$ cat src/rtl/stream_pkg.sv
// Shared defaults and state encoding for the stream source.
package stream_pkg;

  localparam int DEF_WIDTH = 16;
  localparam int DEF_CNT_W = 16;

  localparam logic [1:0] IDLE = 2'd0;
  localparam logic [1:0] RUN  = 2'd1;
  localparam logic [1:0] DONE = 2'd2;

  typedef enum logic [1:0] {
    ST_IDLE = IDLE,
    ST_RUN  = RUN,
    ST_DONE = DONE
  } state_t;

endpackage

$ cat src/rtl/stream_seq_gen.sv
// Arithmetic sequence accumulator and transfer counter for stream_source.
module stream_seq_gen
  import stream_pkg::*;
#(
  parameter int WIDTH = DEF_WIDTH,
  parameter int CNT_W = DEF_CNT_W
) (
  input  logic             clk,
  input  logic             rst,
  input  logic             load,
  input  logic             advance,
  input  logic [WIDTH-1:0] base,
  input  logic [WIDTH-1:0] stride,
  input  logic [CNT_W-1:0] len,
  output logic [WIDTH-1:0] word,
  output logic [CNT_W-1:0] count,
  output logic             last
);

  logic [WIDTH-1:0] word_q;
  logic [WIDTH-1:0] stride_q;
  logic [CNT_W-1:0] len_q;
  logic [CNT_W-1:0] count_q;
  logic [CNT_W:0]   count_inc;

  always_ff @(posedge clk or negedge rst) begin
    if (!rst) begin
      word_q   <= '0;
      stride_q <= '0;
      len_q    <= '0;
      count_q  <= '0;
    end else if (load) begin
      word_q   <= base;
      stride_q <= stride;
      len_q    <= len;
      count_q  <= '0;
    end else if (advance) begin
      word_q  <= word_q + stride_q;
      count_q <= count_q + {{(CNT_W-1){1'b0}}, 1'b1};
    end
  end

  // One extra bit so the compare stays exact when len is all ones
  assign count_inc = {1'b0, count_q} + {{CNT_W{1'b0}}, 1'b1};
  assign last      = (count_inc == {1'b0, len_q});
  assign word      = word_q;
  assign count     = count_q;

endmodule

$ cat src/rtl/stream_source.sv
// Programmed arithmetic-sequence source on a valid/ready word channel.
//   state | meaning
//   IDLE  | waiting for start; channel idle
//   RUN   | presenting words, one per accepted transfer
//   DONE  | one-cycle done pulse after the last word
module stream_source
  import stream_pkg::*;
#(
  parameter int WIDTH = DEF_WIDTH,
  parameter int CNT_W = DEF_CNT_W
) (
  input  logic             clk,
  input  logic             rst,
  input  logic             start,
  input  logic [WIDTH-1:0] cfg_base,
  input  logic [WIDTH-1:0] cfg_stride,
  input  logic [CNT_W-1:0] cfg_len,
  input  logic             abort,
  input  logic             out_ready,
  output logic             out_valid,
  output logic [WIDTH-1:0] out_data,
  output logic             busy,
  output logic             done,
  output logic [CNT_W-1:0] sent_count
);

  state_t state_q, state_nxt;
  logic   load;
  logic   xfer;
  logic   last;

  always_ff @(posedge clk or negedge rst) begin
    if (!rst) state_q <= ST_IDLE;
    else      state_q <= state_nxt;
  end

  // Outputs decode straight from the state register so reset clears them at once
  assign out_valid = (state_q == ST_RUN);
  assign busy      = (state_q == ST_RUN);
  assign done      = (state_q == ST_DONE);
  assign xfer      = out_valid && out_ready;

  always_comb begin
    state_nxt = state_q;
    load      = 1'b0;
    case (state_q)
      ST_IDLE: begin
        if (start && !abort) begin
          load      = 1'b1;
          state_nxt = (cfg_len != '0) ? ST_RUN : ST_DONE;
        end
      end
      ST_RUN: begin
        // Abort wins over completion; a coincident transfer still counts
        if (abort)             state_nxt = ST_IDLE;
        else if (xfer && last) state_nxt = ST_DONE;
      end
      ST_DONE: state_nxt = ST_IDLE;
      default: state_nxt = ST_IDLE;
    endcase
  end

  stream_seq_gen #(
    .WIDTH(WIDTH),
    .CNT_W(CNT_W)
  ) u_seq (
    .clk    (clk),
    .rst    (rst),
    .load   (load),
    .advance(xfer),
    .base   (cfg_base),
    .stride (cfg_stride),
    .len    (cfg_len),
    .word   (out_data),
    .count  (sent_count),
    .last   (last)
  );

endmodule

$ cat config.mk
export PLATFORM = sky130hd
export DESIGN_NAME = stream_source
export DESIGN_NICKNAME = d
export VERILOG_FILES = /design/src/rtl/stream_pkg.sv /design/src/rtl/stream_seq_gen.sv /design/src/rtl/stream_source.sv
export SDC_FILE = /design/constraint.sdc
export NUM_CORES = 1
export LEC_CHECK = 0
export ABC_AREA = 1
export CAP_MARGIN = 40
export CORE_AREA = 8 8 131 96
export DETAILED_ROUTE_END_ITERATION = 12
export DIE_AREA = 0 0 139 104
export DONT_BUFFER_PORTS = 1
export GPL_TIMING_DRIVEN = 0
export HOLD_SLACK_MARGIN = 0.08
export REMOVE_ABC_BUFFERS = 1
export SYNTH_ARGS = -nofsm -noshare
export SYNTH_HDL_FRONTEND = slang
export SYNTH_HIERARCHICAL = 1
export SYNTH_SLANG_ARGS = --single-unit
$ cat constraint.sdc
create_clock -name clk -period 5.4 [get_ports clk]
set_input_delay 0.54 -clock clk [delete_from_list [all_inputs] [get_ports clk]]
set_output_delay 0.54 -clock clk [all_outputs]
set_load 0.02 [all_outputs]
Word-level counts from Yosys, hierarchy flattened
Index checks and enable logic that the tools add are counted.
{ "word_totals": {"ff_bits": 66, "word_cells": 32} }
{ "classes": {"addsub": 3, "eq_ne": 5, "n_mux": 11, "reduce_logical": 8} }
{ "op_table": {"columns": ["op", "count"], "rows": [
  ["two-way mux 16 bit", 4],
  ["adder 16 x 1 -> 17 bit, second input constant", 1],
  ["== test 17 x 16 -> 1 bit", 1],
  ["adder 16 x 1 -> 16 bit, second input constant", 1],
  ["adder 16 bit", 1],
  ["nonzero test 16 bit", 1],
  ["two-way mux 2 bit", 4],
  ["case mux 2 bit (2 select lines)", 1],
  ["logical AND 1 bit", 3],
  ["inequality test 3 x 2 -> 1 bit, second input constant", 1],
  ["== test 2 x 1 -> 1 bit, second input constant", 1],
  ["== test 2 bit, second input constant", 1],
  ["logical NOT 2 bit", 1],
  ["two-way mux 1 bit", 2],
  ["inequality test 2 bit, second input constant", 1],
  ["AND reduction 2 bit", 1],
  ["nonzero test 2 bit", 1],
  ["logical NOT 1 bit", 1]
]} }

Longest topological paths before layout
{ "logic_depth": {"ltp_word": 6, "mapped_depth": 16, "mapped_depth_nobuf": 16} }

Cells and area by module
The synthesis kept the hierarchy.
{ "by_module_without_submodules": {"columns": ["mod", "instances", "cells_per_inst", "area_per_inst_um2", "seq_area_each_um2"], "rows": [
  ["stream_seq_gen", 1, 539, 3900.0, 1601.5],
  ["stream_source", 1, 36, 216.5, 50.0]
]} }

Least setup slack after synthesis
Ideal clock, no wire load.
{ "synth_timing": {"path_type": "register to register", "from": "register u_seq.word_q[0] (netlist: u_seq/word[0])", "to": "register u_seq.word_q[10] (netlist: u_seq/word[10])", "setup_ns": 0.121, "arrival_time_ns": 1.955, "required_time_ns": 5.279, "path_slack_ns": 3.324, "stages_incl_launch_ff": 12, "n_path_buf": 0, "cell_sequence": "dfrtp_1 ha_1 fa_1 nand2_1 nand2_1 o21ai_0 o21ai_1 nand2_1 nand2_1 or2_2 nand3_1 nand2_1"} }
{ "synth_between": {"elab_chain_cells": 3} }
{ "synth_lines": {"columns": ["element", "line", "text"], "rows": [
  ["start: declaration", "stream_seq_gen.sv:20", "logic [WIDTH-1:0] word_q;"],
  ["start signal: assignment", "stream_seq_gen.sv:33", "word_q <= base;"],
  ["start signal: assignment", "stream_seq_gen.sv:38", "word_q <= word_q + stride_q;"],
  ["adder 16 bit", "stream_seq_gen.sv:38", null],
  ["two-way mux 16 bit", "stream_seq_gen.sv:37", "end else if (advance) begin"],
  ["two-way mux 16 bit", "stream_seq_gen.sv:32", "end else if (load) begin"]
]} }
Every way passes these cells. The select of a mux whose other input is x is not followed.
A chain may end at the register's enable or synchronous reset.

Final worst setup path
{ "layout_timing": {"from": "register state_q[1]", "to": "register u_seq.word_q[4] (netlist: u_seq/word[4])"} }
{ "layout_between": {"elab_chain_cells": 3} }
{ "layout_lines": {"columns": ["element", "line", "text"], "rows": [
  ["start: declaration", "stream_source.sv:27", "state_t state_q, state_nxt;"],
  ["start signal: assignment", "stream_source.sv:34", "else state_q <= state_nxt;"],
  ["logical NOT 2 bit (*)", "stream_source.sv:46", "case (state_q)"],
  ["two-way mux 1 bit (*)", "stream_source.sv:46", null],
  ["net load", "stream_source.sv:28", "logic load;"],
  ["two-way mux 16 bit / nonzero test 2 bit (equally long branches)", null, null]
]} }
The timed path passes the listed nets; every way through them passes the cells marked *.

==> results by group <==
Outcome
  • Status: finished clean

Global routing
  • First-pass GRT wire length: 19580 um
  • Largest net degree at the start of global routing: 67
  • Overflow after GRT: 0
  • Met3 Resource Use GR: under 10%
  • Top Usage Layer GRT: met2
  • GRT met1 Usage: 23.39%
  • GR Util met2: a little under a quarter
  • Tot GR Track Use: between 10% and 20%
  • Vias in the first global route: roughly 3700
  • Initial antenna violation count: 0

STA
  • Slew Viols, Final: 0
  • Tcrit/Tclk final: 56.20%
  • Final setup viols: 0
  • Fin Setup TNS: 0 ns
  • Worst slew margin: 37.99%
  • Tmin final: about 3.0 ns
  • Worst Skew: 0.01082 ns
  • RSZ-0062 raised after global routing: false
  • Slew @ Worst Pin: between 0.9 and 1 ns
  • Max Fclk: between 0.3 and 0.4 GHz
  • Fin Hold WS: between 0.06 and 0.07 ns
  • Hold Violations, Final: 0

Worst setup path
  • WP data arrival: about 3.3 ns
  • CP top delay family: simple AND/OR/NAND/NOR gates
  • Worst path most repeated cell: buf_8
  • CP required: ~5.6 ns
  • Worst R2R Start: state_q[1]$_DFFE_PN0P_
  • Crit path launch type: register
  • CP max stage delay: approximately 0.85 ns
  • Kind of critical path: reg -> reg
  • Worst path cell trace: nor4_4 -> buf_8 -> nor2_2 -> buf_8 -> nor2_2 -> buf_8 -> inv_1 -> o211ai_1
  • CP endpoint: u_seq/word[4]$_DFFE_PN0P_
  • Crit-path slowest cell: nor4_4
  • Setup crit start: state_q[1]$_DFFE_PN0P_
  • Crit. End Element: register
  • Reg-to-reg endpoint: u_seq/word[4]$_DFFE_PN0P_
  • Levels on crit path: 8
  • Crit Path Max Fanout: 18
  • WP buf/inv: 4
  • R2R setup slack: about 2.4 ns
  • Worst Reg-to-Reg Cells: 8

Clock network
  • Root Driver: clkbuf_16
  • H-tree levels: 3
  • CTS tree: built
  • Clk buf depth: 2
  • CTS Sinks: 66
  • Post-cts sizing count: 0
  • Clock-pin slew on the worst setup and hold paths: roughly 0.060 ns
  • Post-CTS Setup Bufs: 0
  • Later-pin clock latency in the skew report: ~0.33 ns
  • Number of CTS-inserted buffers: 9
  • Count of hold-fix buffers inserted at cts: 1

Detailed routing
  • Mean routed wirelength per cell: ~17 um
  • DRC: 0
  • Drt first pass iters: 6
  • Final ANT Viol Nets: 0
  • Routed Wire Length: ~12000 um
  • Vias: 3866
  • Drt initial violations: approximately 280
  • Vias per std cell: 5.384

Logic synthesis
  • Async set or reset register ratio after synthesis: 100.0%
  • Synth top area share: about two fifths
  • Most common cell in the netlist: nand2_1
  • Post-synth top flop: dfrtp_1
  • Yosys top cell by area: dfrtp_1
  • Synth warn: 6
  • Post-synth top cells: 208 x nand2_1, 66 x dfrtp_1, 55 x nand3_1
  • Synth area leaders: dfrtp_1 40%, nand2_1 19%, nand3_1 6.7%
  • #FFs+latches synth: 66
  • Post-synthesis cell type count: 37
  • Syn Std Cell Area: ~4100 um2
  • EDFF count, synth: 0
  • Register area share after synthesis: around two fifths
  • Post-synthesis cell count: 575
  • Syn avg cell area: ~7.2 um2

Floorplanning
  • IO Count: 88
  • Die H: between 100 and 150 um
  • Initial Util: between 30% and 40%
  • Core Area: approximately 11000 um2
  • Die footprint: roughly 14000 um2
  • Die X: 139 um
  • Cell Rows: 32

Place
  • Hpwl dp: about 9000 um
  • DP Cell Count: around 700
  • Port bufs: 0
  • Placed Area: roughly 4300 um2
  • Placer Congestion: 0.8689

Run
  • Maxcap violations: 0

Final layout
  • Share of cells above drive strength 1: between 7 and 8%
  • Non-Filler Instances: slightly above 700
  • Core Util, Final: a little over two fifths
  • Antenna Cells: 0
  • Area grow syn2layout: 11.76%
  • NumNets Final: ~650
  • Design area: ~4600 um2

Power and ir drop
  • PD cells: about 560 nW/um2
  • VDD IR max: between 0.0002 and 0.00025 V
  • Leak: around 0.0022 uW

Worst hold path
  • Hold Crit Class: in -> async
## registers in the layout, summed over array words and instances, names as in the netlist
name and cells:
u_seq/stride_q 16, u_seq/count 16, u_seq/len_q 16, state_q 2, u_seq/word 16
## routing by layer
| layer | wire length (um) | vias up |
|---|---|---|
| met5 | 0 | - |
| met4 | 88 | 0 |
| met3 | 1216 | 11 |
| met2 | 4859 | 146 |
| met1 | 5813 | 1813 |
| li1 | - | 1896 |
## cells by family after synthesis
family          after synthesis  synth area share, %
compound gates               80                11.52
xor+xnor                      7                1.489
fa+ha+maj                    17                5.350
buf+inv                      71                6.717
flops                        66                40.12
simple gates                334                34.80
## cell type report
| class | count | area (um2) |
|---|---|---|
| Clock buffer | 10 | 239.0 |
| Clock inverter | 6 | 41.29 |
| Fill cell | 1118 | 6050 |
| Inverter | 56 | 210.2 |
| Multi-Input combinational cell | 438 | 2193 |
| Sequential cell | 66 | 1652 |
| Tap cell | 136 | 170.2 |
| Timing Repair Buffer | 6 | 95.09 |
## metrics by stage
step	power, uW	setup slack, ns
5_1_grt	2793	2.160
3_3_place_gp	1963	-1.503
4_1_cts	2585	2.366
6_report	2576	2.365
3_5_place_dp	2001	2.399
2_1_floorplan	1732	1.332
## worst min-delay path by stage
stage | startpoint | end | slack, ns | cells after the start
global placement | rst | u_seq/count[9]$_DFFE_PN0P_ | 0.25 | 0
finish | rst | u_seq/len_q[9]$_DFFE_PN0P_ | 0.06 | 1
floorplan | rst | state_q[0]$_DFFE_PN0P_ | 0.24 | 0
CTS | rst | u_seq/len_q[9]$_DFFE_PN0P_ | 0.10 | 1
detailed placement | rst | u_seq/count[9]$_DFFE_PN0P_ | 0.25 | 0
global route | rst | u_seq/len_q[9]$_DFFE_PN0P_ | 0.11 | 1
## report_power, final
group | switching [uW] | internal, uW
clock network | 231 | 323
registers | 343 | 661
logic | 630 | 388
## placed cells by master, fill, tap and decap left out, drive strengths merged, types with 3 or more instances in the layout
master / synthesis / routed
a21oi: 14 / 14
a22oi: 11 / 11
buf: 7 / 6
clkbuf: 8 / 10
clkinv: 2 / 4
clkinvlp: 0 / 3
dfrtp: 66 / 66
ha: 16 / 16
inv: 54 / 55
nand2: 212 / 212
nand3: 55 / 55
nand4: 10 / 10
nor2: 48 / 48
nor3: 3 / 3
o211ai: 3 / 3
o21ai: 34 / 34
o21bai: 3 / 3
o22ai: 10 / 10
xnor2: 6 / 6
No activity file was read; power rests on OpenSTA's default activity.
